[src/rtl/msrv32_instr_fetch_queue_pkg.sv]
// msrv32_pkg: shared RV32 constants and the fetch-queue entry types.
package msrv32_pkg;
    localparam int XLEN = 32;
    localparam logic [XLEN-1:0] NOP = 32'h0000_0013;
    localparam logic [XLEN-1:0] RESET_PC_DEFAULT = 32'h0000_0000;
    typedef logic [XLEN-1:0] instr_t;
    typedef struct packed {
        logic [XLEN-1:0] pc;
        instr_t          instr;
    } ifq_entry_t;
endpackage

[src/rtl/msrv32_instr_fetch_queue_fifo.sv]
// msrv32_sync_fifo: generic synchronous circular buffer with clear; DEPTH must be a power of two.
module msrv32_sync_fifo #(
    parameter int WIDTH = 64,
    parameter int DEPTH = 4
) (
    input  logic                   clk_i,
    input  logic                   rst_i,
    input  logic                   clear_i,
    input  logic                   push_i,
    input  logic [WIDTH-1:0]       data_i,
    input  logic                   pop_i,
    output logic [WIDTH-1:0]       data_o,
    output logic [$clog2(DEPTH):0] count_o,
    output logic                   full_o,
    output logic                   empty_o
);
    localparam int AW = $clog2(DEPTH);
    logic [WIDTH-1:0] mem_q [DEPTH];
    logic [AW-1:0] wr_ptr_q, wr_ptr_d, rd_ptr_q, rd_ptr_d;
    logic [AW:0] count_q, count_d;
    logic do_push, do_pop;
    assign full_o  = count_q == (AW+1)'(DEPTH);
    assign empty_o = count_q == '0;
    assign count_o = count_q;
    assign data_o  = mem_q[rd_ptr_q];
    assign do_push = push_i && !full_o;
    assign do_pop  = pop_i && !empty_o;
    always_comb begin
        wr_ptr_d = clear_i ? '0 : wr_ptr_q + AW'(do_push);
        rd_ptr_d = clear_i ? '0 : rd_ptr_q + AW'(do_pop);
        count_d  = clear_i ? '0 : count_q + (AW+1)'(do_push) - (AW+1)'(do_pop);
    end
    always_ff @(posedge clk_i) begin
        if (rst_i) begin
            wr_ptr_q <= '0;
            rd_ptr_q <= '0;
            count_q  <= '0;
        end else begin
            wr_ptr_q <= wr_ptr_d;
            rd_ptr_q <= rd_ptr_d;
            count_q  <= count_d;
        end
    end
    always_ff @(posedge clk_i) begin
        if (do_push && !clear_i && !rst_i) mem_q[wr_ptr_q] <= data_i;
    end
endmodule

[src/rtl/msrv32_instr_fetch_queue.sv]
// msrv32_instr_fetch_queue: sequential fetch into a small FIFO feeding decode over valid/ready.
// Define MSRV32_IFQ_BYPASS_EN to forward a response straight to decode when the queue is empty.
module msrv32_instr_fetch_queue
    import msrv32_pkg::*;
#(
    parameter int              DEPTH    = 4,
    parameter logic [XLEN-1:0] RESET_PC = RESET_PC_DEFAULT
) (
    input  logic            clk_in,
    input  logic            rst_in,
    input  logic            flush_in,
    input  logic [XLEN-1:0] flush_pc_in,
    output logic            imem_req_out,
    output logic [XLEN-1:0] imem_addr_out,
    input  logic [XLEN-1:0] imem_rdata_in,
    output logic            instr_valid_out,
    input  logic            instr_ready_in,
    output logic [XLEN-1:0] instr_out,
    output logic [XLEN-1:0] pc_out
);
    localparam int CW = $clog2(DEPTH) + 1;
    logic [XLEN-1:0] fetch_pc_q, fetch_pc_d, issued_pc_q, issued_pc_d, pc_last_q, pc_last_d;
    logic inflight_q, inflight_d, discard_q, discard_d;
    logic [CW-1:0] count;
    logic fifo_empty, unused_full, resp_valid, bypass, push, pop;
    logic [1:0] unused_pc_lsb;
    ifq_entry_t push_entry, head_entry;
    assign unused_pc_lsb = flush_pc_in[1:0];
    // Credits count in-flight reads so a response always has a free slot.
    assign imem_req_out  = !rst_in && !flush_in &&
                           (({1'b0, count} + {{CW{1'b0}}, inflight_q}) < (CW+1)'(DEPTH));
    assign imem_addr_out = fetch_pc_q;
    assign resp_valid    = inflight_q && !discard_q && !flush_in;
`ifdef MSRV32_IFQ_BYPASS_EN
    assign bypass = fifo_empty && resp_valid;
`else
    assign bypass = 1'b0;
`endif
    assign instr_valid_out = !fifo_empty || bypass;
    assign instr_out = !fifo_empty ? head_entry.instr : bypass ? imem_rdata_in : NOP;
    assign pc_out    = !fifo_empty ? head_entry.pc : bypass ? issued_pc_q : pc_last_q;
    assign pop       = !fifo_empty && instr_ready_in && !flush_in;
    assign push      = resp_valid && !(bypass && instr_ready_in);
    assign push_entry = '{pc: issued_pc_q, instr: imem_rdata_in};
    always_comb begin
        fetch_pc_d  = flush_in ? {flush_pc_in[XLEN-1:2], 2'b00} :
                      imem_req_out ? fetch_pc_q + 32'd4 : fetch_pc_q;
        issued_pc_d = imem_req_out ? fetch_pc_q : issued_pc_q;
        inflight_d  = imem_req_out;
        discard_d   = flush_in && inflight_q;
        pc_last_d   = pc_out;
    end
    always_ff @(posedge clk_in) begin
        if (rst_in) begin
            fetch_pc_q  <= RESET_PC;
            issued_pc_q <= RESET_PC;
            inflight_q  <= 1'b0;
            discard_q   <= 1'b0;
            pc_last_q   <= '0;
        end else begin
            fetch_pc_q  <= fetch_pc_d;
            issued_pc_q <= issued_pc_d;
            inflight_q  <= inflight_d;
            discard_q   <= discard_d;
            pc_last_q   <= pc_last_d;
        end
    end
    msrv32_sync_fifo #(.WIDTH(2*XLEN), .DEPTH(DEPTH)) u_fifo (
        .clk_i   (clk_in),
        .rst_i   (rst_in),
        .clear_i (flush_in),
        .push_i  (push),
        .data_i  (push_entry),
        .pop_i   (pop),
        .data_o  (head_entry),
        .count_o (count),
        .full_o  (unused_full),
        .empty_o (fifo_empty)
    );
endmodule

[config.mk]
export PLATFORM = sky130hd
export DESIGN_NAME = msrv32_instr_fetch_queue
export DESIGN_NICKNAME = d
export VERILOG_FILES = /design/src/rtl/msrv32_instr_fetch_queue_pkg.sv /design/src/rtl/msrv32_instr_fetch_queue_fifo.sv /design/src/rtl/msrv32_instr_fetch_queue.sv
export SDC_FILE = /design/constraint.sdc
export NUM_CORES = 1
export LEC_CHECK = 0
export BUFFER_PORTS_ARGS = -buffer_cell sky130_fd_sc_hd__buf_2
export CAP_MARGIN = 0
export CELL_PAD_IN_SITES_DETAIL_PLACEMENT = 2
export CELL_PAD_IN_SITES_GLOBAL_PLACEMENT = 2
export CORE_MARGIN = 2
export CORE_UTILIZATION = 41
export CTS_CLUSTER_DIAMETER = 60
export DETAILED_ROUTE_END_ITERATION = 8
export PLACE_DENSITY_LB_ADDON = 0.3
export SYNTH_ARGS = -nofsm -noshare
export SYNTH_HDL_FRONTEND = slang
export SYNTH_SLANG_ARGS = --single-unit
[constraint.sdc]
create_clock -name clk_in -period 8.3 [get_ports clk_in]
set_input_delay 1.66 -clock clk_in [delete_from_list [all_inputs] [get_ports clk_in]]
set_output_delay 1.66 -clock clk_in [all_outputs]
set_load 0.005 [all_outputs]
==> results of run 1 <==
## critical path: stages
cell and delay [ns]:
buf_2 0.08, buf_4 0.50, nor2_1 0.17, nand2_1 0.10, buf_4 0.31, inv_1 0.46, buf_2 0.30
## worst max-delay path by stage
stage | start | endpoint | slack [ns] | depth (start not counted)
after floorplan | flush_in | u_fifo.mem_q[0][0] | 0.60 | 4
after global placement | flush_in | imem_req_out | 2.98 | 7
after detailed placement | flush_in | imem_req_out | 2.93 | 7
after CTS | flush_in | imem_req_out | 2.94 | 7
after global routing | flush_in | imem_req_out | 2.74 | 7
final | flush_in | imem_req_out | 3.01 | 7
## cell usage in the layout, fill, tap and decap left out, drive strengths merged, types with 3 or more instances in the layout
cell      n
edfxtp  248
buf     171
nand2   165
dfxtp   101
mux4     62
clkbuf   60
a21oi    55
and2     34
nor2b    34
inv      30
o21a     23
xor2     19
nor2     12
xnor2    11
nor3     11
clkinv    9
nand4     9
nand3     8
nor4b     6
nor4      5
or2       4
and4      4
ha        4
and3      4
a21o      3
o21ai     3
## per-layer routing
metal	track usage (%)	share of wire, %	vias up
met5	0	0	-
met4	4.792	1.7	0
met3	3.114	4.1	38
met2	34.70	51	175
met1	25.07	43	4115
li1	-	-	3712
## through the flow
| stage | hold WS (ns) | utilization [%] | power, mW |
|---|---|---|---|
| floorplan | 0.4453 | - | 2.022 |
| global placement | 0.4727 | 44.95 | 2.091 |
| detailed placement | 0.4829 | 44.95 | 2.101 |
| CTS | 0.5042 | 48.57 | 3.731 |
| global route | 0.5227 | 48.57 | 3.813 |
| finish | 0.4990 | 48.57 | 3.681 |
## power by group through the flow
| stage | Clock, mW | Sequential (mW) | Combinational, mW |
|---|---|---|---|
| detailed placement | 0 | 1.95 | 0.150 |
| global route | 1.73 | 1.92 | 0.165 |
| finish | 1.62 | 1.91 | 0.147 |
| CTS | 1.66 | 1.91 | 0.152 |
| floorplan | 0 | 1.94 | 0.0795 |
| global placement | 0 | 1.95 | 0.142 |
## logic make-up (layout without fill, tap and decap cells)
group / count (synthesis) / after routing
AO/OA/AOI/OAI: 91 / 91
buffers and inverters: 84 / 272
adder cells (fa/ha/maj): 5 / 5
XOR/XNOR: 30 / 30
other: 1 / 2
flip-flops: 349 / 349
multiplexers: 65 / 65
AND/OR/NAND/NOR: 305 / 305
## sequential cells by signal (all words and copies together) (netlist names)
signal and count:
u_fifo.count_o 3, imem_addr_out 30, u_fifo.rd_ptr_q 2, u_fifo.mem_q 248, pc_last_q 32, u_fifo.wr_ptr_q 2
issued_pc_q 30, discard_q 1, inflight_q 1
## layout make-up
type	count	area share, %
multi-input combinational	498	24.32
timing repair buffer	171	5.464
clock inverter	12	0.4180
sequential	349	58.62
tap	448	3.467
inverter	29	0.6734
clock buffer	60	7.036
==> flow_summary.toml, run 1 <==
[die]
core_area_sq_um = 33280
design.die.area_sq_um = 34970
die_x_microns = 187.0
start_util_pct = 41.26
fp.dieH_microns = 187.0
rows = 67
ios = 166

[yosys]
synth_top_area_share_pct = 54.23
syn_avg_cell_area_sq_um = 14.77
yosys.area_share.adder_pct = 0.5102
synthTopCellsByArea = "edfxtp_1 (54%), dfxtp_1 (15%), mux4_2 (10%)"
async_flop_share_pct = 0
synth-seq-cells = 349
ys.flop_type = "edfxtp_1"
synthXorXnorAreaFrac_pct = 1.913
ys_types = 54
syn_inst = 930
syn_area_sq_um = 13730
synth_enable_flop_cells = 248
ys_top_cells_by_count = "edfxtp_1 (248), nand2_1 (165), dfxtp_1 (101), mux4_2 (62), a21oi_1 (55)"
synthSimpleGateAreaFrac_pct = 11.53
ys_warn_count = 0
synth_top_family_by_area = "simple AND/OR/NAND/NOR gates"
synth_area_leader_cell = "edfxtp_1"
synth_sequential_area_ratio_pct = 68.95
synth_compound_area_share_pct = 4.036
post-synth-top-count-cell = "edfxtp_1"
synth_mux_area_share_pct = 10.40

[power]
switching_share_pct = 21.31
p_leak_nw = 5.834
p_sw_uw = 784.5
pwr-share-seq_pct = 52.0
p_per_area_nw_per_um2 = 227.7
p_comb_share_pct = 4.0
pwr-share-clk_pct = 44.0
p_int_mw = 2.896
irDropWorstVdd_uv = 119.9

[route]
drc_errors = 0
wl_per_cell_microns = 21.45
detail-route-antenna-nets = 0
viasPerCell = 5.131
drt-pass1-iter-count = 5
routed_wl_microns = 33610
vias = 8040
initialDrtViolationCount = 307

[worst_setup_path]
r2r_cells = 6
r2r-start = "u_fifo.count_o[1]"
worstPathArrival_ns = 3.63
crit_type = "in2out"
startpoint_type = "input pin"
worstPathRequired_ns = 6.64
rrSetupSlack_ns = 4.62
crit_path_end_kind = "output port"
critPathMaxFanout = 62
reg2reg_to = "u_fifo.mem_q[2][2]"

[sta]
fin_skew_ns = 0.02268
timing.slew.headroom_pct = 29.28
fin_crit_ns = 5.292
tightestPinTransition_ns = 1.034
hold_viol = 0
layout_setup_ws_ns = 3.008
setup_tns_ns = 0
rsz0062_at_grt = "false"
setup_viol = 0
max_freq_mhz = 189.0
finalCritPeriodShare_pct = 63.76
slew_violations = 0

[final_layout]
multiInputGateArea_sq_um = 3931
syn2layout_area_growth_pct = 17.71
fin_nets = 1162
register_area_sq_um = 9477
antenna_cells = 0
fin_cells = 1567
final_area_sq_um = 16170
nFillCells = 3196
drive_gt1_share_pct = 28.24

[place]
place_inst = 1495
place_congestion = 0.6974
pre_cts_slack_ns = 2.927
dp_hpwl_microns = 21080
dpl_cell_area_sq_um = 14960
port_buffers = 161

[hold_path]
holdPathStages = 2
worst_hold_path.endpoint = "issued_pc_q[31]"
worstHoldStart = "imem_addr_out[31]"
min_path_type = "reg2reg"

[cts]
cts_resized = 0
clk_pin_slew_ns = 0.06
cts_max_level = 2
insertion_delay_ns = 0.52
clock_path_buffers = 3
clock-sinks = 349
cts_tree = "yes"
cts_buffers = 40
hold_buffers = 0
postCtsSetupRepairBufs = 0
root_buffer = "clkbuf_16"

[flow_run]
maxCapViolations = 0

[global_route]
grt_pass1_vias = 9062
grt_pass1_wl_microns = 53230
grt_max_degree = 64
antenna_found_initial = 0
globalRouteTotalUtil_pct = 19.53
grt_overflow = 0

[outcome]
status = "finished clean"
(Power assumes the default switching activity.)
==> run 2: changes to the inputs <==
ABC_AREA = 1   (was unset)
CORE_UTILIZATION = 34   (was 41)
clock period = 4.5 ns   (was 8.3 ns; I/O delays follow)
==> run 2 against run 1 <==
Highest routed layer is now met5. Synthesized cell count rose by 51%. First-iteration DRC count rose by 38%. Register-to-register slack got worse by 2.9 ns. Via count rose by 34%. Clock-buffer cell count fell by 12. Clock power rose by 110%. Hold slack got worse by 0.050 ns. Critical endpoint is now pc_out[24]. Routed wire length rose by 29%. Global-route usage rose by 0.56 points.
==> flow_summary.toml, run 2 <==
[final_layout]
reg.largest.list = "u_fifo.mem_q (248), pc_last_q (32)"
final_common_cell = "nor2_1"
regMostFlops = "u_fifo.mem_q"
final_cell_mix = "nor2_1 (265), edfxtp_1 (248), nand2_1 (231), buf_2 (161), o21ai_0 (141)"
largest_reg_flops = 248
fin_cells = 2121
drive_gt1_share_pct = 17.91
syn2layout_area_growth_pct = 18.52
fin_nets = 1621

[sta]
max_freq_mhz = 259.9
timing.slew.headroom_pct = 34.72
slew_violations = 0
fin_crit_ns = 3.848
setup_tns_ns = 0
layout_setup_ws_ns = 0.6518
tightestPinTransition_ns = 0.9778
finalCritPeriodShare_pct = 85.51
rsz0062_at_grt = "false"
hold_viol = 0
fin_skew_ns = 0.01838
setup_viol = 0

[cts]
cts_max_level = 2
cts_resized = 0
hold_buffers = 0
postCtsSetupRepairBufs = 0
insertion_delay_ns = 0.57
root_buffer = "clkbuf_16"
cts_buffers = 40
clock-sinks = 349
cts_tree = "yes"
clk_pin_slew_ns = 0.06
clock_path_buffers = 3

[hold_path]
holdPathStages = 2
worstHoldStart = "pc_last_q[1]"
worst_hold_path.endpoint = "pc_last_q[1]"
min_path_type = "reg2reg"

[route]
viasPerCell = 5.061
drt-pass1-iter-count = 4
vias = 10734
detail-route-antenna-nets = 0
drc_errors = 0
routed_wl_microns = 43480
wl_per_cell_microns = 20.50
initialDrtViolationCount = 424

[place]
pre_cts_slack_ns = 1.115
place_inst = 2045
dp_hpwl_microns = 26760
port_buffers = 161
place_congestion = 0.8164

[worst_setup_path]
r2r-start = "u_fifo.count_o[0]"
rrSetupSlack_ns = 1.69
crit_type = "reg2out"
crit_path_end_kind = "output port"
max_stage_delay_ns = 0.60
worstPathArrival_ns = 2.95
crit_slowest_cell = "dfxtp_4"
cp_common_cell = "nand2_1"
crit_path_start = "u_fifo.rd_ptr_q[0]"
worstPathRequired_ns = 3.60
r2r_cells = 10
startpoint_type = "flip-flop"
cp_cell_sequence = "clkinv_2 -> buf_4 -> o21ai_1 -> o22ai_1 -> nand2_1 -> nand2_1 -> buf_2"
critPathMaxFanout = 48
reg2reg_to = "u_fifo.count_o[2]"

[yosys]
ys_types = 36
synth_enable_flop_cells = 248
syn_avg_cell_area_sq_um = 10.16
ys.flop_type = "edfxtp_1"
synth_top_area_share_pct = 52.12
synth_sequential_area_ratio_pct = 66.27
synth_area_leader_cell = "edfxtp_1"
ys_top_cells_by_count = "nor2_1 (265), edfxtp_1 (248), nand2_1 (231), o21ai_0 (141), a21oi_1 (103)"
syn_inst = 1407
post-synth-top-count-cell = "nor2_1"
async_flop_share_pct = 0
syn_area_sq_um = 14290
synth-seq-cells = 349
synthTopCellsByArea = "edfxtp_1 (52%), dfxtp_1 (14%), nor2_1 (7.0%)"
ys_warn_count = 0

[die]
fp.dieH_microns = 209
rows = 75
core_area_sq_um = 41760
design.die.area_sq_um = 43680
die_x_microns = 209
ios = 166
start_util_pct = 34.22

[global_route]
globalRouteTotalUtil_pct = 20.09
antenna_found_initial = 3
grt_overflow = 0
grt_max_degree = 74
grt_pass1_vias = 11848
grt_pass1_wl_microns = 67700

[power]
switching_share_pct = 22.86
p_int_mw = 5.574
power_mw = 7.227
p_leak_nw = 6.458
p_sw_mw = 1.652
p_comb_share_pct = 4.5
p_per_area_nw_per_um2 = 426.7
irDropWorstVdd_uv = 217.0
pwr-share-clk_pct = 46.0
pwr-share-seq_pct = 49.4

[outcome]
status = "finished clean"

[flow_run]
maxCapViolations = 0
[run 2: changes by cell type in the layout (fill, tap and decap cells not counted), sizes merged, moves of 16 or more]
cell / previous run / this run
o22ai: 1 / 30
a21oi: 55 / 107
and2: 34 / 3
mux4: 62 / 0
nor2: 12 / 277
inv: 30 / 73
nand3: 8 / 57
nand2: 165 / 237
xor2: 19 / 3
o21ai: 3 / 162
nor2b: 34 / 0
o21a: 23 / 0
[run 2: worst max path at each step]
stage	to	slack, ns	depth (start not counted)
CTS	pc_out[24]	0.59	7
detailed placement	u_fifo.count_o[2]	1.12	10
floorplan	u_fifo.mem_q[0][0]	-1.73	3
finish	pc_out[24]	0.65	7
global route	pc_out[20]	0.43	7
global placement	u_fifo.count_o[2]	1.26	10
[run 2: layout make-up]
cell class	count	area, sq um
fill	4454	24820
sequential	349	9474
multi-input combinational	909	4182
clock buffer	48	1072
timing repair buffer	178	983.4
tap	539	674.4
clock inverter	26	280.3
inverter	70	264.0
antenna	2	5.005
[run 2: worst max-delay path: cells and delay by family (launching register included)]
family | cells | cell delay, ns
AOI/OAI and AO/OA | 2 | 0.43
buffers and inverters | 3 | 1.13
DFF | 1 | 0.60
and+or+nand+nor | 2 | 0.19
[run 2: power by group through the flow]
stage	sequential [mW]	combinational (mW)	clock [mW]
after global routing	3.58	0.370	3.52
final	3.57	0.328	3.33
after global placement	3.63	0.316	0
after floorplan	3.61	0.183	0
after detailed placement	3.64	0.330	0
after CTS	3.57	0.335	3.41
[run 2: kinds of logic after synthesis]
family / synth area share [%]
other: 0.02624
DFF: 66.27
buffers and inverters: 4.632
adders and majority gates: 0.4904
and+or+nand+nor: 16.70
xor gates and xnor gates: 0.6130
AOI/OAI and AO/OA: 11.27
[run 2: per-stage QoR]
stage | instance area, sq um | hold WS [ns] | util [%]
detailed placement | 15580 | 0.4427 | 37.30
finish | 16940 | 0.4486 | 40.55
floorplan | 14290 | 0.4246 | -
global placement | 15580 | 0.4333 | 37.30
CTS | 16930 | 0.4507 | 40.54
global route | 16930 | 0.4900 | 40.55
[run 2: metal layers]
layer  track usage [%]  share of wire (%)  wire length (microns)  vias up
met4             5.197                2.0                    862        2
met5                 0              0.028                     12        -
met2             36.07                 51                  22130      179
li1                  -                  -                      -     5096
met3             3.457                3.5                   1518       56
met1             24.99                 44                  18960     5401
